## src/rtl/rsa_pkg.sv

```systemverilog
// Shared types for the rsa_unit job arbiter: FSM state encoding and requester index.
package rsa_pkg;

  typedef enum logic [1:0] {
    IDLE = 2'd0,
    LOAD = 2'd1,
    RUN  = 2'd2,
    RESP = 2'd3
  } rsa_arb_state_t;

  typedef logic req_id_t;

  // Collapse a one-hot two-bit grant into the requester index.
  function automatic req_id_t grant_to_id(input logic [1:0] grant);
    return grant[1] ? 1'b1 : 1'b0;
  endfunction

endpackage

```

## src/rtl/rr_arbiter2.sv

```systemverilog
// Two-way round-robin arbiter: on a tie the requester not granted last wins.
module rr_arbiter2
  import rsa_pkg::*;
(
  input  logic [1:0] req,
  input  req_id_t    last,
  output logic [1:0] grant
);

  // Combinational grant selection, one-hot or zero.
  always_comb begin
    grant = 2'b00;
    case (req)
      2'b01:   grant = 2'b01;
      2'b10:   grant = 2'b10;
      2'b11:   grant = (last == 1'b1) ? 2'b01 : 2'b10;
      default: grant = 2'b00;
    endcase
  end

endmodule

```

## src/rtl/rsa_job_arbiter.sv

```systemverilog
// Shares one rsa_unit core between two requesters: round-robin grant, clear
// sequencing, watchdog-bounded run and a per-requester response handshake.
module rsa_job_arbiter
  import rsa_pkg::*;
#(
  parameter int WIDTH   = 8,
  parameter int TIMEOUT = 1024
) (
  input  logic             clk,
  input  logic             rst,
  input  logic             ena,
  input  logic [1:0]       req_valid,
  output logic [1:0]       req_ready,
  input  logic [WIDTH-1:0] req0_p,
  input  logic [WIDTH-1:0] req0_e,
  input  logic [WIDTH-1:0] req0_m,
  input  logic [WIDTH-1:0] req0_const,
  input  logic [WIDTH-1:0] req1_p,
  input  logic [WIDTH-1:0] req1_e,
  input  logic [WIDTH-1:0] req1_m,
  input  logic [WIDTH-1:0] req1_const,
  output logic [1:0]       rsp_valid,
  input  logic [1:0]       rsp_ready,
  output logic [WIDTH-1:0] rsp_c,
  output logic             rsp_err,
  output logic             busy,
  output logic             core_clear,
  output logic [WIDTH-1:0] core_p,
  output logic [WIDTH-1:0] core_e,
  output logic [WIDTH-1:0] core_m,
  output logic [WIDTH-1:0] core_const,
  input  logic             core_eoc,
  input  logic [WIDTH-1:0] core_c
);

  localparam int CW = $clog2(TIMEOUT);
  localparam logic [CW-1:0] CNT_LAST = CW'(TIMEOUT - 1);

  rsa_arb_state_t state;
  rsa_arb_state_t next_state;
  req_id_t        last;
  req_id_t        owner;
  logic [CW-1:0]  cnt;
  logic [1:0]     grant;
  logic           timed_out;

  rr_arbiter2 u_arb (
    .req   (req_valid),
    .last  (last),
    .grant (grant)
  );

  assign timed_out = (cnt == CNT_LAST);

  // State register.
  always_ff @(posedge clk) begin
    if (rst) begin
      state <= IDLE;
    end else if (ena) begin
      state <= next_state;
    end else begin
      state <= state;
    end
  end

  // Next-state logic; eoc takes priority over the watchdog in the same cycle.
  always_comb begin
    next_state = state;
    case (state)
      IDLE: begin
        if (grant != 2'b00) next_state = LOAD;
        else                next_state = IDLE;
      end
      LOAD: next_state = RUN;
      RUN: begin
        if (core_eoc || timed_out) next_state = RESP;
        else                       next_state = RUN;
      end
      RESP: begin
        if (rsp_ready[owner]) next_state = IDLE;
        else                  next_state = RESP;
      end
      default: next_state = IDLE;
    endcase
  end

  // Output decode from the state register; req_ready is the live grant in IDLE.
  always_comb begin
    busy       = (state != IDLE);
    core_clear = (state == RUN);
    if (state == IDLE && ena && !rst) begin
      req_ready = grant;
    end else begin
      req_ready = 2'b00;
    end
    if (state == RESP) begin
      rsp_valid = (owner == 1'b1) ? 2'b10 : 2'b01;
    end else begin
      rsp_valid = 2'b00;
    end
  end

  // Operand capture, round-robin pointer, watchdog counter and result registers.
  always_ff @(posedge clk) begin
    if (rst) begin
      last       <= 1'b1;
      owner      <= 1'b0;
      cnt        <= {CW{1'b0}};
      core_p     <= {WIDTH{1'b0}};
      core_e     <= {WIDTH{1'b0}};
      core_m     <= {WIDTH{1'b0}};
      core_const <= {WIDTH{1'b0}};
      rsp_c      <= {WIDTH{1'b0}};
      rsp_err    <= 1'b0;
    end else if (ena) begin
      case (state)
        IDLE: begin
          if (grant != 2'b00) begin
            last       <= grant_to_id(grant);
            owner      <= grant_to_id(grant);
            core_p     <= grant[1] ? req1_p     : req0_p;
            core_e     <= grant[1] ? req1_e     : req0_e;
            core_m     <= grant[1] ? req1_m     : req0_m;
            core_const <= grant[1] ? req1_const : req0_const;
          end else begin
            owner <= owner;
          end
        end
        LOAD: cnt <= {CW{1'b0}};
        RUN: begin
          if (core_eoc) begin
            rsp_c   <= core_c;
            rsp_err <= 1'b0;
          end else if (timed_out) begin
            rsp_c   <= {WIDTH{1'b0}};
            rsp_err <= 1'b1;
          end else begin
            cnt <= cnt + {{(CW-1){1'b0}}, 1'b1};
          end
        end
        default: cnt <= cnt;
      endcase
    end else begin
      cnt <= cnt;
    end
  end

endmodule

```

## config.mk

```make
export PLATFORM = sky130hd
export DESIGN_NAME = rsa_job_arbiter
export DESIGN_NICKNAME = d
export VERILOG_FILES = /design/src/rtl/rsa_pkg.sv /design/src/rtl/rr_arbiter2.sv /design/src/rtl/rsa_job_arbiter.sv
export SDC_FILE = /design/constraint.sdc
export NUM_CORES = 1
export LEC_CHECK = 0
export CORE_MARGIN = 2
export CORE_UTILIZATION = 43
export DETAILED_ROUTE_END_ITERATION = 8
export PLACE_DENSITY = 0.9
export SYNTH_ARGS = -nofsm -noshare
export SYNTH_HDL_FRONTEND = slang
export SYNTH_SLANG_ARGS = --single-unit
```

## constraint.sdc

```tcl
create_clock -name clk -period 5.6 [get_ports clk]
set_clock_uncertainty 0.2 [all_clocks]
set_input_delay 1.4 -clock clk [delete_from_list [all_inputs] [get_ports clk]]
set_output_delay 1.4 -clock clk [all_outputs]
set_load 0.05 [all_outputs]
```

==> flow_results.org, run 1 <==
** Routing
- The routed layout has about 2800 vias.
- After detailed routing, the number of remaining DRC violations is 0.
- The routed design has between 7000 and 8000 um of wire.
- Remaining number of nets flagged by the antenna check after routing :: 0
- After detailed routing, the average wire length per cell comes to between 15 and 20 um.
- The pre-antenna-repair detailed-routing pass consisted of 5 iterations.
- After the first detailed-routing iteration, the DRC count stood at 244.
- After detailed routing, the number of vias per cell comes to 5.74.

** Clock tree
- The number of gates resized after CTS was 0.
- Buffers added to address setup during post-CTS repair amount to 0.
- The later pin in the worst-skew pair is clocked with a latency of 0.30 ns.
- Clock-pin slew was measured on the worst setup and hold paths at approximately 0.090 ns.
- TritonCTS built the clock tree.
- TritonCTS Buffers :: 5
- Clock Sinks :: 55
- In this run, post-CTS hold repair placed 0 buffers.
- The clock passes through at most 2 buffers.
- H-tree depth :: 2
- Master cell of the clock root buffer :: sky130_fd_sc_hd__clkbuf_8

** Worst setup path
- The most numerous cell type found on the critical path is sky130_fd_sc_hd__clkdlybuf4s50_1.
- The startpoint identified for the worst register-to-register timing path is state[0].
- Launching element type of the critical path :: input pin
- Stage delay of the slowest cell on the critical path :: around 0.85 ns
- Required @ worst endpoint :: 4.00 ns
- Slowest stage cell, crit path :: sky130_fd_sc_hd__clkdlybuf4s50_1
- The worst setup path is of the input pin to primary output kind.
- Arrival @ worst endpoint :: ~3.4 ns
- Cell breakdown of the critical path :: clkdlybuf4s50_1, nand2_1, nor3b_1, clkdlybuf4s50_1
- Length in cells of the worst reg-to-reg path :: 6
- The worst setup path is captured at a primary output.
- Largest fanout of any net on the critical path :: 11
- Across all register-to-register paths, the minimum setup slack is approximately 3.0 ns.
- Capturing point of the worst reg2reg path :: cnt[5]

** Place
- Placed Cells :: between 400 and 500
- Buffers placed on the I/O ports in this run total 126.
- Instance area after placement :: about 3800 sq um
- The HPWL after detailed placement is roughly 5500 um.
- Final weighted congestion in routability-driven placement :: 0.825

** GRT
- All-Layer GR Usage :: a little under a quarter
- Entering global routing, the biggest net connects between 40 and 50 pins.
- The first global-routing pass estimated ~12000 um of wire.
- The number of antenna violations at the first check in global routing is 0.
- After global routing the overflow that remains totals 0.
- Via count of the first global-routing pass :: roughly 2700

** Synthesis
- The share of the Yosys chip area taken by registers is roughly 43%.
- Number of synthesized register bits :: 55
- After technology mapping, the gate count stands at 296.
- Fraction of post-synthesis cell area in the top cell type by area :: a little over two fifths
- In this run, synthesis inferred 0 flip-flops with an integrated enable.
- The most used flip-flop cell after synthesis is sky130_fd_sc_hd__dfxtp_1.
- Counting distinct cell types in the post-synthesis netlist gives 38.
- Of all cell types, the one taking the most synthesized area is sky130_fd_sc_hd__dfxtp_1.
- Share of flip-flops with an asynchronous set or reset :: 0%
- For this run, the number of Yosys warnings is 0.
- Post-synthesis net count :: 381
- Synth Cell Area :: ~2500 sq um
- Avg Cell Area, Syn :: approximately 8.6 sq um
- Counting instances in the post-synthesis netlist gives the leading cell types as sky130_fd_sc_hd__dfxtp_1, sky130_fd_sc_hd__a21oi_1, sky130_fd_sc_hd__nand2_1, sky130_fd_sc_hd__o221ai_1, sky130_fd_sc_hd__clkbuf_1.
- Leading post-synthesis cells by cell area :: sky130_fd_sc_hd__dfxtp_1, sky130_fd_sc_hd__o221ai_1, sky130_fd_sc_hd__a21oi_1
- Most frequent cell after synthesis :: sky130_fd_sc_hd__dfxtp_1

** Flow run
- The tool flagged a number of max-cap violations equal to 0.

** Cells and area
- Filler cell count :: 508
- Nets@finish :: 491
- The finished cells cover just under 4000 sq um.
- For this run, the number of standard cells in the final layout without fillers is a little under 500.
- Of the cells placed in the final design, the portion with a size suffix greater than 1 is under 10%.
- Diode count :: 0
- Compared with the post-synthesis result, the final layout area differs by 54.1%.

** Timing
- For this run, the top clock speed supported by timing is just over 200 MHz.
- Final number of max-transition violations :: 0
- Final clock period utilization by the worst path :: between 80% and 90%
- Post-route worst hold slack :: about 0.25 ns
- The final count of hold timing violations came to 0.
- Final period demand of the worst path :: 4.96 ns
- Finish-stage setup viols :: 0
- For the pin with the worst max-slew slack, the measured transition is 0.884 ns.
- Headroom to the max-slew limit came out at between 40% and 50%.
- Setup repair after global routing missed its margin :: false
- Setup total negative slack on the finished layout was measured at 0 ns.

** Die
- The floorplan step set the die width to just over 80 um.
- The core region is around 5800 sq um.
- Die Outline Area :: between 6000 and 7000 sq um
- I/O pin cnt :: 127
- The die is 80.9 um tall.
- Effective utilization at floorplan :: around 44%
- Count of standard-cell rows :: 28

** Status
- The run finished with clean final reports.

** Worst hold path
- Start point of the worst hold path :: core_const[0]
- WHS Path Cells :: 2
- Path type of the worst min-delay path :: flop to flop
- The path with the worst hold slack has its endpoint at core_const[0].

** Pwr
- Power per cell area :: between 200 and 250 nW/um^2
- Max IR drop VDD :: roughly 0.14 mV
- In this run the static leakage power is 1.31 nW.
[where the power goes]
part | internal, W | total, W | switching (W)
combinational | 0.000110 | 0.000257 | 0.000147
clock | 0.000113 | 0.000232 | 0.000119
sequential | 0.000411 | 0.000423 | 0.0000119
[critical path, delay by kind of cell]
family	cells	cell delay, ns
buf+inv	2	1.51
simple gates	2	0.44
[sequential cells by signal, indices dropped and copies added (netlist names)]
| register | flops |
|---|---|
| cnt | 10 |
| core_p | 8 |
| core_const | 8 |
| core_e | 8 |
| last | 1 |
| core_m | 8 |
| owner | 1 |
| rsp_c | 8 |
| state | 2 |
| rsp_err | 1 |
[how the worst max path moves through the flow]
stage                       startpoint            to  slack, ns  cells after the start
after floorplan           req_valid[1]  req_ready[1]       0.79                      3
after global placement             ena  req_ready[0]       0.66                      4
after detailed placement           ena  req_ready[0]       0.64                      4
after CTS                          ena  req_ready[0]       0.64                      4
after global routing               ena  req_ready[0]       0.51                      4
final                              ena  req_ready[0]       0.64                      4
[layout make-up]
class / instances / area (sq um) / area share [%]
Sequential cell: 55 / 1100 / 28.1
Inverter: 5 / 18.8 / 0.479
Clock buffer: 8 / 100 / 2.55
Multi-Input combinational cell: 209 / 1320 / 33.7
Timing Repair Buffer: 130 / 1290 / 32.8
Tap cell: 75 / 93.8 / 2.39
[layout by cell type, fill, tap and decap left out, drive strengths merged]
cell type        n
a22oi            8
a31oi            1
nor3b            2
nand2b           1
mux2i            2
a221o            1
and2             2
nand4b           2
o221ai          32
inv              5
nor2             5
a221oi           1
o21a             2
o31ai            5
nand2           42
ha               5
and3b            2
a21oi           51
or4              2
or4b             1
nor4             1
or3              1
nor3             5
nor2b            2
nand3b          10
buf              5
a21boi           3
or2              2
nand3            4
nand4            8
clkbuf           8
and3             2
clkdlybuf4s50  125
dfxtp           55
o211ai           1
o21ai            3
[per-stage QoR]
stage          setup slack (ns)  total power, W  util [%]
2_1_floorplan             0.785        0.000574         -
3_3_place_gp              0.656        0.000684      65.7
3_5_place_dp              0.636        0.000689      65.7
4_1_cts                   0.637        0.000918      67.4
5_1_grt                   0.507        0.000947      67.4
6_report                  0.644        0.000912      67.4
[logic make-up after synthesis]
| kind of cell | count (synthesis) | synth area share, % |
|---|---|---|
| AOI/OAI and AO/OA | 108 | 28.2 |
| adders and majority gates | 5 | 2.46 |
| buffers and inverters | 32 | 5.21 |
| DFF | 55 | 43.3 |
| muxes | 2 | 0.787 |
| and+or+nand+nor | 94 | 20.1 |
[routing by layer]
layer  GRT usage [%]  part of all wire (%)
met5               0                     0
met4            6.10                   1.2
met3            6.00                   7.2
met2            40.6                    52
met1            26.6                    39
Note: power is estimated with default switching activity, not from simulation.
==> run 2: changes to the inputs <==
CORE_UTILIZATION = 40   (was 43)
PLACE_DENSITY = 0.85   (was 0.9)
SLEW_MARGIN = 30   (was default)
clock period = 5.4 ns   (was 5.6 ns; I/O delays follow)
==> flow_results.org, run 2 (synthesized netlist as in run 1, its figures left out) <==
** Status
- Status :: finished clean

** Worst setup path
- In this run the worst path has a maximum fanout of 11.
- Required @ worst endpoint :: around 3.9 ns
- The critical path is of the input pin to primary output type.
- The endpoint identified for the worst register-to-register timing path is cnt[5].
- Worst reg-to-reg setup slack :: about 2.9 ns
- CP Buf/Inv Count :: 2
- Critical Path End Type :: primary output
- The worst register-to-register path begins at state[0].
- Length in cells of the worst reg-to-reg path :: 6
- Stage delay of the slowest cell on the critical path :: about 0.66 ns
- The slowest stage of the critical path belongs to the cell sky130_fd_sc_hd__clkdlybuf4s50_1.
- Cell breakdown of the critical path :: clkdlybuf4s50_1, nand2_1, nor3b_1, buf_4
- STA classifies the critical path startpoint as an input pin.
- The cell family contributing the most delay on the critical path is buffers and inverters.
- Arrival @ worst endpoint :: ~2.7 ns

** Clock tree
- Clock latency of the later-clocked register in the worst-skew pair :: around 0.30 ns
- Post-cts repair resize count :: 0
- H-tree depth :: 2
- Clock slew at the register clock pins of the worst setup and hold paths :: about 0.090 ns
- For this design, the sink count on the clock tree is 55.
- Hold buffer count at CTS :: 0
- TritonCTS Buffers :: 5
- The root buffer cell chosen for the clock tree is sky130_fd_sc_hd__clkbuf_8.
- Buffers added to address setup during post-CTS repair amount to 0.
- No sink is reached through more buffers than the 2 on the longest clock path.
- TritonCTS built the clock tree.

** Cells and area
- For this run, the post-layout net count is roughly 500.
- After routing the design area is just under 4000 sq um.
- Synthesis-to-layout area growth :: 54.0%
- Most common library cell in the layout ignoring fill and taps :: sky130_fd_sc_hd__clkdlybuf4s50_1
- cnt holds more flip-flops than any other register.
- Fraction of final layout cells with drive strength greater than 1 :: 5.41%
- Commonest cells after routing, fill and taps aside :: sky130_fd_sc_hd__clkdlybuf4s50_1, sky130_fd_sc_hd__dfxtp_1, sky130_fd_sc_hd__a21oi_1, sky130_fd_sc_hd__nand2_1, sky130_fd_sc_hd__o221ai_1
- Flip-flop count of the largest register, all copies and words added :: 10
- 0 antenna diodes ended up in the layout.

** Routing
- Summed over all layers, the routed wires come to roughly 7400 um.
- First-iteration detailed-routing DRC count :: 192
- Total vias in the final route :: roughly 2700
- The first detailed-routing pass ran for 4 iterations.
- Via-per-instance ratio :: around 5.6
- In this run the remaining antenna-violating nets after routing total 0.
- DR WL/cell :: about 15 um
- Residual DRC :: 0

** GRT
- Global-route wire length before repair :: 11800 um
- Grt ovf :: 0
- Via count of the first global-routing pass :: roughly 2600
- Pin count of the biggest net entering global routing :: 55
- The number of antenna violations at the first check in global routing is 0.
- Global routing used roughly a fifth of the available tracks across all layers.

** Pwr
- Summed over all cells, the static leakage comes to 1.31 nW.
- Cell-internal power :: around 0.00066 W
- Combinational logic is responsible for around 28% of the overall power.
- Power spent charging and discharging nets :: between 0.0002 and 0.0003 W
- Sw frac :: between 30% and 40%
- Part of the power in the clock network :: 25.6%
- For this design the ratio of total power to cell area is 242 nW/um^2.
- The design draws 0.000947 W.
- Registers are responsible for 46.3% of the overall power.
- The worst-case IR drop observed on VDD is about 0.16 mV.

** Timing
- Setup repair after global routing left no endpoint under its margin.
- In this run the tightest slew margin relative to its limit is around 44%.
- TNS Setup :: 0 ns
- Number of failing hold endpoints at the final stage :: 0
- Highest clock frequency the design can meet :: approximately 240 MHz
- The count of pins over their slew limit was 0.
- Counting I/O delays and the setup requirement, the final critical path takes ~4.3 ns.
- Setup violations remaining at the end of the flow were counted as 0.
- Slew at the pin with the worst max-slew slack :: 0.834 ns
- In the post-route analysis, the smallest setup slack over all paths is about 1.1 ns.
- The final critical path takes up ~80% of the cycle.

** Worst hold path
- Along the worst hold path, the cell count comes to 2.
- The tightest min-delay check is of the flop to flop type.
- For hold timing, the worst endpoint is core_const[4].
- In this run the most critical hold path is launched from core_const[4].

** Die
- Chip height :: between 80 and 90 um
- Die Outline Area :: approximately 7000 sq um
- Core Footprint :: around 6200 sq um
- Horizontal extent of the die :: around 84 um
- For this configuration, the core starts out at a cell density of between 40% and 50%.
- Row generation in the floorplan step produced 29 rows.
- between 100 and 150 I/O pins were placed.

** Place
- Instance area after placement :: 3820 sq um
- In this run the tool buffered the top-level ports with between 100 and 150 buffer cells.
- At the end of routability-driven placement, the weighted congestion stood at roughly 0.8.
- Worst setup timing slack at the placement stage :: roughly 1.2 ns
- Detailed placement finished with a half-perimeter wire length of 5320 um.

** Flow run
- Max-cap violations in this run came to 0.
[run 2: how the worst max path moves through the flow]
stage            startpoint      endpoint  slack [ns]  cells after the start
2_1_floorplan  req_valid[1]  req_ready[1]        0.69                      3
3_3_place_gp            ena  req_ready[0]        1.23                      4
3_5_place_dp            ena  req_ready[1]        1.16                      4
4_1_cts                 ena  req_ready[1]        1.15                      4
5_1_grt                 ena  req_ready[1]        1.09                      4
6_report                ena  req_ready[1]        1.15                      4
[run 2: cell type report]
class / instances / area, sq um
Inverter: 5 / 18.8
Clock buffer: 8 / 100
Fill cell: 552 / 2320
Tap cell: 77 / 96.3
Timing Repair Buffer: 130 / 1280
Sequential cell: 55 / 1100
Multi-Input combinational cell: 209 / 1320
[run 2: per-stage QoR]
step,hold WS [ns],cells,utilization [%]
finish,0.255,484,62.8
global route,0.279,484,62.8
CTS,0.256,484,62.8
detailed placement,0.245,476,61.2
global placement,0.238,476,61.2
floorplan,0.260,296,-
[run 2: layer usage]
layer / GRT usage (%) / wire length [um] / vias up
met3: 6.33 / 523 / 10
met5: 0 / 0 / -
met4: 4.40 / 95 / 0
li1: - / - / 1337
met1: 23.8 / 3040 / 1285
met2: 36.1 / 3710 / 78
[run 2: power groups by stage]
stage	Combinational (W)	Sequential [W]	Clock, W
finish	0.000266	0.000438	0.000242
global route	0.000282	0.000442	0.000267
CTS	0.000268	0.000438	0.000249
detailed placement	0.000267	0.000448	0
global placement	0.000263	0.000447	0
floorplan	0.0000845	0.000511	0
[run 2: worst min-delay path, cell delays in order (launching register included)]
cell                      delay, ns
sky130_fd_sc_hd__dfxtp_1       0.32
sky130_fd_sc_hd__nand2_1       0.05
sky130_fd_sc_hd__a21oi_1       0.05
